<file path="src/rtl/if_fetch_stage.sv">
// MIPS32 instruction-fetch stage: PC ownership, imem addressing, IF/ID register.
// Handles stall, EX redirect/flush and a sticky fetch-error halt.
module if_fetch_stage #(
   parameter logic [31:0] RESET_PC   = 32'h0000_0000,
   parameter int unsigned IMEM_WORDS = 256,
   parameter logic [31:0] NOP_INSTR  = 32'h0000_0000
) (
   input  logic        clk,
   input  logic        rst_n,
   input  logic        stall_i,
   input  logic        flush_i,
   input  logic        redirect_i,
   input  logic [31:0] redirect_pc_i,
   output logic [31:0] imem_addr_o,
   input  logic [31:0] imem_instr_i,
   output logic [31:0] ifid_pc_o,
   output logic [31:0] ifid_pc4_o,
   output logic [31:0] ifid_instr_o,
   output logic        ifid_valid_o,
   output logic        fetch_err_o,
   output logic [31:0] fetch_cnt_o
);

   typedef enum logic [1:0] {
      BOOT = 2'd0,
      RUN  = 2'd1,
      ERR  = 2'd2
   } state_t;

   typedef struct packed {
      logic [31:0] pc;
      logic [31:0] pc4;
      logic [31:0] instr;
      logic        valid;
   } ifid_t;

   localparam logic [29:0] LIMIT = IMEM_WORDS[29:0];
   localparam ifid_t BUBBLE = '{
      pc: 32'h0, pc4: 32'h0, instr: NOP_INSTR, valid: 1'b0
   };

   state_t      state_q, state_d;
   logic [31:0] pc_q, pc_d;
   ifid_t       ifid_q, ifid_d;
   logic        err_q, err_d;
   logic [31:0] cnt_q, cnt_d;
   logic [31:0] pc_inc;

   assign pc_inc = pc_q + 32'd4;

   always_comb begin
      state_d = state_q;
      pc_d    = pc_q;
      ifid_d  = ifid_q;
      err_d   = err_q;
      cnt_d   = cnt_q;
      unique case (state_q)
         BOOT: begin
            state_d = RUN;
         end
         RUN: begin
            if (redirect_i) begin
               pc_d   = {redirect_pc_i[31:2], 2'b00};
               ifid_d = BUBBLE;
               if (redirect_pc_i[1:0] != 2'b00) begin
                  err_d   = 1'b1;
                  state_d = ERR;
               end
            end else if (flush_i) begin
               ifid_d = BUBBLE;
               if (!stall_i) pc_d = pc_inc;
            end else if (stall_i) begin
               pc_d = pc_q;
            end else if (pc_q[31:2] >= LIMIT) begin
               // fetch beyond the memory: halt with PC parked
               ifid_d  = BUBBLE;
               err_d   = 1'b1;
               state_d = ERR;
            end else begin
               pc_d   = pc_inc;
               ifid_d = '{
                  pc: pc_q, pc4: pc_inc,
                  instr: imem_instr_i, valid: 1'b1
               };
               cnt_d  = cnt_q + 32'd1;
            end
         end
         ERR: begin
            ifid_d = BUBBLE;
         end
         default: begin
            state_d = BOOT;
         end
      endcase
   end

   always_ff @(posedge clk or negedge rst_n) begin
      if (!rst_n) begin
         state_q <= BOOT;
         pc_q    <= RESET_PC;
         ifid_q  <= BUBBLE;
         err_q   <= 1'b0;
         cnt_q   <= 32'h0;
      end else begin
         state_q <= state_d;
         pc_q    <= pc_d;
         ifid_q  <= ifid_d;
         err_q   <= err_d;
         cnt_q   <= cnt_d;
      end
   end

   assign imem_addr_o  = pc_q;
   assign ifid_pc_o    = ifid_q.pc;
   assign ifid_pc4_o   = ifid_q.pc4;
   assign ifid_instr_o = ifid_q.instr;
   assign ifid_valid_o = ifid_q.valid;
   assign fetch_err_o  = err_q;
   assign fetch_cnt_o  = cnt_q;

endmodule

</file>
<file path="config.mk">
export PLATFORM = sky130hd
export DESIGN_NAME = if_fetch_stage
export DESIGN_NICKNAME = d
export VERILOG_FILES = /design/src/rtl/if_fetch_stage.sv
export SDC_FILE = /design/constraint.sdc
export NUM_CORES = 1
export LEC_CHECK = 0
export BUFFER_PORTS_ARGS = -buffer_cell sky130_fd_sc_hd__buf_2
export CORE_AREA = 2 2 145 147
export CTS_CLUSTER_SIZE = 40
export DETAILED_ROUTE_END_ITERATION = 7
export DIE_AREA = 0 0 147 149
export GPL_TIMING_DRIVEN = 0
export PLACE_DENSITY = 0.67
export SYNTH_ARGS = -nofsm -noshare
export SYNTH_HDL_FRONTEND = slang
export SYNTH_SLANG_ARGS = --single-unit
</file>
<file path="constraint.sdc">
create_clock -name clk -period 4.2 [get_ports clk]
set_input_delay 0.42 -clock clk [delete_from_list [all_inputs] [get_ports clk]]
set_output_delay 0.42 -clock clk [all_outputs]
set_load 0.01 [all_outputs]
</file>
==> results of run 1 <==
[area by class of cell]
cell class	instances	share of cell area
buffer	46	0.02293
clock buffer	17	0.04668
clock inverter	14	0.01620
inverter	9	0.003707
multi-input combinational	417	0.3063
sequential	159	0.4366
tap	275	0.03775
timing repair buffer	229	0.1299
[flip-flops by register name, summed over array words and instances (netlist names)]
signal	count
fetch_cnt_o	32
ifid_instr_o	32
ifid_pc_o	31
ifid_pc4_o	30
imem_addr_o	30
state_q	2
fetch_err_o	1
ifid_valid_o	1
[cell usage after synthesis (3+ instances only)]
cell	n	area [um2]
buf_2	11	55.05
and2_1	49	306.5
dfrtp_1	159	3979
o21ai_0	25	125.1
clkbuf_1	28	105.1
o211ai_1	4	30.03
o22ai_1	8	50.05
nor4_2	3	37.54
nor2_1	37	138.9
and3_1	24	150.1
nand3_1	21	105.1
xor2_1	11	96.34
inv_1	9	33.78
nor3_1	8	40.04
nand4_1	27	168.9
mux2i_1	5	50.05
nand2_1	36	135.1
xnor2_1	27	236.5
buf_4	6	45.04
a211oi_1	9	67.56
a22o_1	39	341.6
a311oi_1	6	52.55
or3_1	10	62.56
ha_1	6	75.07
o221a_2	4	45.04
a21oi_1	16	80.08
[layer usage]
| metal | global-route usage | up-vias | part of all wire |
|---|---|---|---|
| met4 | 0.05433 | 0 | 0.016 |
| met2 | 0.2977 | 263 | 0.47 |
| met5 | 0 | - | 0 |
| li1 | - | 2764 | - |
| met3 | 0.04006 | 29 | 0.074 |
| met1 | 0.2472 | 2867 | 0.44 |
[worst register-to-register path, cell delays in order, from the launching register on]
cell and delay (ns):
dfrtp_1 0.39, inv_1 0.08, ha_1 0.18, clkbuf_1 0.37, nor2b_1 0.35, nand4_1 0.18
nor3_2 0.44, nand4_1 0.30, nor2_1 0.19, xor2_1 0.16
[placed cells by master (no fill, tap or decap), types with 5 or more instances in the layout]
master       n
and3_1      24
o22ai_1      8
nand3_1     21
buf_4        6
o21ai_0     25
clkbuf_16   17
a211oi_1     9
mux2i_1      5
nor3_1       8
and2_1      49
buf_2      237
clkbuf_1    28
xor2_1      11
ha_1         6
nand4_1     27
nand2_1     36
inv_1        9
nor2_1      37
a21oi_1     16
xnor2_1     27
a22o_1      39
or3_1       10
a311oi_1     6
dfrtp_1    159
[power by group through the flow]
stage	Combinational [mW]	Sequential [mW]	Clock [mW]
CTS	1.39	1.92	1.55
finish	1.37	1.93	1.52
floorplan	0.773	1.96	0
global placement	1.36	1.94	0
global route	1.52	1.96	1.62
detailed placement	1.38	1.95	0
[path summary, 6_finish.rpt]
| kind | startpoint | end | slack, ns | cells after the start |
|---|---|---|---|---|
| max in group asynchronous | rst_n | ifid_instr_o[28] | 2.84 | 3 |
| setup / recovery | state_q[1] | fetch_cnt_o[29] | 1.48 | 9 |
| setup reg to reg | state_q[1] | fetch_cnt_o[29] | 1.48 | 9 |
| min in group asynchronous | rst_n | ifid_pc_o[27] | 0.55 | 2 |
| hold reg to reg | fetch_cnt_o[31] | fetch_cnt_o[31] | 0.46 | 1 |
| hold / removal | redirect_pc_i[13] | imem_addr_o[13] | 0.21 | 3 |
[stage by stage]
| step | hold WS [ns] | power [mW] | std cells | setup slack (ns) |
|---|---|---|---|---|
| floorplan | 0.1244 | 2.729 | 631 | 2.000 |
| global placement | 0.4518 | 3.303 | 1133 | 0.2749 |
| detailed placement | 0.4384 | 3.333 | 1134 | 1.201 |
| CTS | 0.1867 | 4.863 | 1166 | 1.355 |
| global route | 0.2016 | 5.104 | 1166 | 1.144 |
| finish | 0.2084 | 4.813 | 1166 | 1.476 |
[logic make-up after synthesis]
family | share of synthesized area
simple gates | 0.1860
fa+ha+maj | 0.01071
mux | 0.01357
flops | 0.5677
compound gates | 0.1394
buf+inv | 0.03463
xor+xnor | 0.04748
other cells | 0.0005350
[what timing repair did]
action / 4_1_cts / 5_1_grt
gates resized for setup: 0 / 0
hold endpoints to repair: 21 / 0
hold buffers: 1 / 0
==> summary.md, run 1 <==
| Metric | Value |
|---|---|
| Run status | `complete, no violations` |
| Async set or reset register ratio after synthesis | `1.000` |
| DR vias | `slightly below 6k` |
| Tightest Hold Check Type | `in2reg` |
| Total CTS buffers | `17` |
| Port buffer count | `about 230` |
| Max VDD drop | `~0.00026 V` |
| Combinational fraction of design power | `0.284` |
| WL final | `roughly 20 mm` |
| Die height | `about 150 um` |
| Synth Instances | `630` |
| #FFs+latches synth | `~160` |
| RSZ-0062 raised after global routing | `no` |
| Grt ovf | `0` |
| Starting density of the core | `0.3410` |
| # rows | `53` |
| CTS tree | `built` |
| Gpl congestion | `between 0.8 and 0.9` |
| Switching Share | `0.3797` |
| Design area | `slightly above 9000 um2` |
| Max-cap viol count | `0` |
| Final core occ | `0.4433` |
| Number of post-CTS setup repair buffers | `0` |
| Footprint of the multi-input gates | `between 2000 and 3000 um2` |
| Max clock buf depth | `2` |
| Internal Power | `2.985 mW` |
| Share of layout cells above drive strength 1 | `0.3333` |
| Most used cell, CP | `nand4_1` |
| Sequential share of the synthesized area | `0.5677` |
| DRC viols | `0` |
| Core Region | `slightly above 20000 um2` |
| Setup TNS | `0 ns` |
| Mean Syn Cell Area | `11.13 um2` |
| Drt wl/cell | `17.20 um` |
| Pins over their slew limit | `0` |
| Diodes inserted | `0` |
| Clock power frac | `0.315` |
| Max-slew headroom | `0.5360` |
| Leading register cell type out of synthesis | `dfrtp_1` |
| Distinct cell type count after synthesis | `58` |
| Switching Power | `about 1.8 mW` |
| CP Cell Sequence | `inv_1, ha_1, clkbuf_1, nor2b_1, nand4_1, nor3_2, nand4_1, nor2_1, xor2_1` |
| Clock sink total | `159` |
| Delay-heaviest family, CP | `simple AND/OR/NAND/NOR gates` |
| Total Routing Usage GR | `0.1829` |
| Area growth from synthesis to layout | `30.02%` |
| Clock root cell | `clkbuf_16` |
| Fill cells | `1976` |
| CP Capture Type | `flop` |
| Pre-Repair DR Iteration Count | `5` |
| DR vias/cell | `5.080` |
| Hpwl dp | `between 10 and 15 mm` |
| Number of global-route vias before repair | `about 5.7k` |
| Final Cycle Share | `0.6485` |
| WP buf/inv | `2` |
| First-pass GRT wire length | `about 31 mm` |
| Post-Syn Area | `7009 um2` |
| Die area | `roughly 22000 um2` |
| CP arrival | `3.07 ns` |
| 1st-iter DRT viols | `340` |
| F_max | `between 300 and 400 MHz` |
| YS warnings | `0` |
| Pin slew with the least headroom to its limit | `~0.7 ns` |
| Worst Skew | `between 0.01 and 0.015 ns` |
| Leak Pwr | `4.724 nW` |
| CP max FO | `10` |
| Cell Pwr Density | `528.1 nW/um2` |
| Setup CP Type | `reg2reg` |
| ANT nets after route | `0` |
| Reg power frac | `0.401` |
| FF+latch area | `~4000 um2` |
| Clock period minus worst slack | `approximately 2.7 ns` |
| Hold Vio Cnt, Final | `0` |
| Crit path launch type | `flop` |
| Skew-Pair Late Insertion Delay | `roughly 0.42 ns` |
| IO Count | `approximately 230` |
| Pin count of the biggest net entering global routing | `87` |
| Post-synth EDFFs | `0` |
| Fin nets | `around 950` |
| Slowest cell on crit path | `nor3_2` |
| H-tree level count | `4` |
| Crit path largest cell delay | `0.43 ns` |
| Reg clk slew, reported paths | `about 0.07 ns` |
| Required time worst endpoint | `roughly 4.5 ns` |
| Placed cell area | `roughly 8500 um2` |
| Width of the die | `about 150 um` |
| Final setup violating endpoints | `0` |
| Initial antenna violation count | `0` |
(Power assumes the default switching activity.)
==> run 2, diff against run 1 <==
- PLACE_DENSITY: 0.67 -> 0.69
- clock period: 4.2 -> 2.5 ns (I/O delays scaled with it)
==> run 2 against run 1 <==
Against the previous run: first-iteration DRC count rose by 2.9%; register-to-register slack worse by 1.3 ns; sequential power grew 69%; setup slack worse by 1.3 ns.
==> summary.md, run 2 (same netlist as run 1, synthesis figures left out) <==
| Metric | Value |
|---|---|
| CP max FO | `10` |
| Pin slew with the least headroom to its limit | `about 0.65 ns` |
| Hold Vio Cnt, Final | `0` |
| DRC viols | `0` |
| Die area | `roughly 22000 um2` |
| Worst Skew | `between 0.015 and 0.02 ns` |
| Die height | `149 um` |
| Share of layout cells above drive strength 1 | `0.3497` |
| 1st-iter DRT viols | `between 300 and 400` |
| Core Region | `~21000 um2` |
| Cell Pwr Density | `895.5 nW/um2` |
| Port buffer count | `roughly 230` |
| Width of the die | `between 100 and 150 um` |
| CTS tree | `built` |
| Tightest Hold Check Type | `in2reg` |
| Reg clk slew, reported paths | `around 0.07 ns` |
| Max-cap viol count | `0` |
| Final Cycle Share | `0.9409` |
| R2R cell count | `6` |
| Skew-Pair Late Insertion Delay | `~0.43 ns` |
| Area growth from synthesis to layout | `32.31%` |
| Total CTS buffers | `17` |
| Drt wl/cell | `17.27 um` |
| WL final | `20.26 mm` |
| Hpwl dp | `between 10 and 15 mm` |
| First-pass GRT wire length | `around 31 mm` |
| Required time worst endpoint | `approximately 2.8 ns` |
| CP arrival | `roughly 2.7 ns` |
| Design area | `roughly 9300 um2` |
| Final WS setup | `about 0.15 ns` |
| Max clock buf depth | `2` |
| Diodes inserted | `0` |
| CP Capture Type | `flop` |
| Final core occ | `0.4511` |
| Placed cell area | `~8500 um2` |
| Leak Pwr | `about 4.8 nW` |
| Post-place setup slack | `-0.2045 ns` |
| Max-slew headroom | `0.5666` |
| RSZ-0062 raised after global routing | `no` |
| Final setup violating endpoints | `0` |
| Hold Path End | `ifid_instr_o[31]` |
| Run status | `complete, no violations` |
| ANT nets after route | `0` |
| Number of global-route vias before repair | `around 5.6k` |
| Fin nets | `960` |
| Starting density of the core | `0.3410` |
| Initial antenna violation count | `0` |
| DR vias | `slightly below 6k` |
| Leading cell types in the layout, fill and taps excluded | `buf_2, dfrtp_1, and2_1` |
| Clock root cell | `clkbuf_16` |
| Total power | `8.304 mW` |
| Pins over their slew limit | `0` |
| R2R setup slack | `0.15 ns` |
| Max VDD drop | `approximately 0.00047 V` |
| Worst flop-to-flop path endpoint | `imem_addr_o[4]` |
| Slowest cell on crit path | `dfrtp_1` |
| Delay-heaviest family, CP | `compound AO/OA/AOI/OAI gates` |
| Setup TNS | `0 ns` |
| CP Cell Sequence | `nor4_4, nand4_4, o31ai_4, buf_2, a211oi_1, a311oi_1` |
| R2r startpoint | `imem_addr_o[13]` |
| Crit path largest cell delay | `0.48 ns` |
| F_max | `between 400 and 500 MHz` |
| Setup CP Type | `reg2reg` |
| Crit path launch type | `flop` |
| Pin count of the biggest net entering global routing | `just under 90` |
| Gpl congestion | `between 0.8 and 0.9` |
| WP buf/inv | `1` |
| H-tree level count | `4` |
| # rows | `53` |
| DR vias/cell | `5.055` |
| Clock period minus worst slack | `~2.4 ns` |
| Hold Path Cell Cnt | `2` |
| Hold path start | `imem_instr_i[31]` |
| Clock sink total | `roughly 160` |
| Pre-Repair DR Iteration Count | `6` |
| IO Count | `between 200 and 250` |
| Grt ovf | `0` |
| Commonest non-fill, non-tap cell in the layout | `buf_2` |
| Total Routing Usage GR | `0.1825` |
==> run 2: cell count changes in the layout (fill, tap and decap cells not counted), moves of 2 or more <==
cell and change:
inv_8 -3, buf_2 -3, clkbuf_2 +4, nor3_4 +2, clkbuf_4 +3, nor3_1 -2, inv_6 +2, buf_4 +5
clkbuf_1 -3, nor4_4 +2
==> run 2: worst max path at each step <==
stage / startpoint / end / cells after the start
finish: imem_addr_o[13] / imem_addr_o[4] / 6
floorplan: imem_addr_o[2] / imem_addr_o[16] / 7
global route: state_q[1] / ifid_pc4_o[9] / 8
global placement: rst_n / ifid_pc_o[6] / 1
detailed placement: redirect_i / ifid_pc4_o[9] / 7
CTS: state_q[1] / fetch_cnt_o[27] / 9
==> run 2: power breakdown <==
group	internal, mW	switching (mW)
sequential	2.83	0.440
clock	1.53	1.16
combinational	0.824	1.52
==> run 2: worst register-to-register path: cells and delay by family, from the launching register on <==
family / cells / cell delay [ns]
AO/OA/AOI/OAI: 3 / 0.83
AND/OR/NAND/NOR: 2 / 0.62
flip-flops: 1 / 0.48
buffers and inverters: 1 / 0.32
==> run 2: final cells by class <==
class | count | area (um2)
fillers | 1958 | 11280
flip-flops and latches | 159 | 3980
multi-input cells | 417 | 2859
repair buffers | 235 | 1226
clock buffers | 18 | 439.2
well taps | 275 | 344.1
plain buffers | 46 | 220.2
clock inverters | 14 | 171.4
inverters | 9 | 33.78
==> run 2: metrics by stage <==
| stage | cells | hold WS [ns] |
|---|---|---|
| 4_1_cts | 1167 | 0.01060 |
| 3_5_place_dp | 1134 | 0.2630 |
| 5_1_grt | 1173 | 0.01615 |
| 2_1_floorplan | 631 | -0.04559 |
| 6_report | 1173 | 0.03709 |
| 3_3_place_gp | 1133 | 0.4567 |
==> run 2: routing by layer <==
metal | GRT usage | part of all wire | vias up
met1 | 0.2450 | 0.43 | 2853
met2 | 0.2908 | 0.47 | 272
li1 | - | - | 2773
met5 | 0 | 0 | -
met3 | 0.04343 | 0.080 | 32
met4 | 0.06538 | 0.020 | 0
==> run 2: repair_timing <==
action	CTS	global route
setup endpoints to repair	71	65
gates resized for setup	4	16
hold buffers	1	0
pin swaps	0	6
buffers inserted	0	6
hold endpoints to repair	72	0
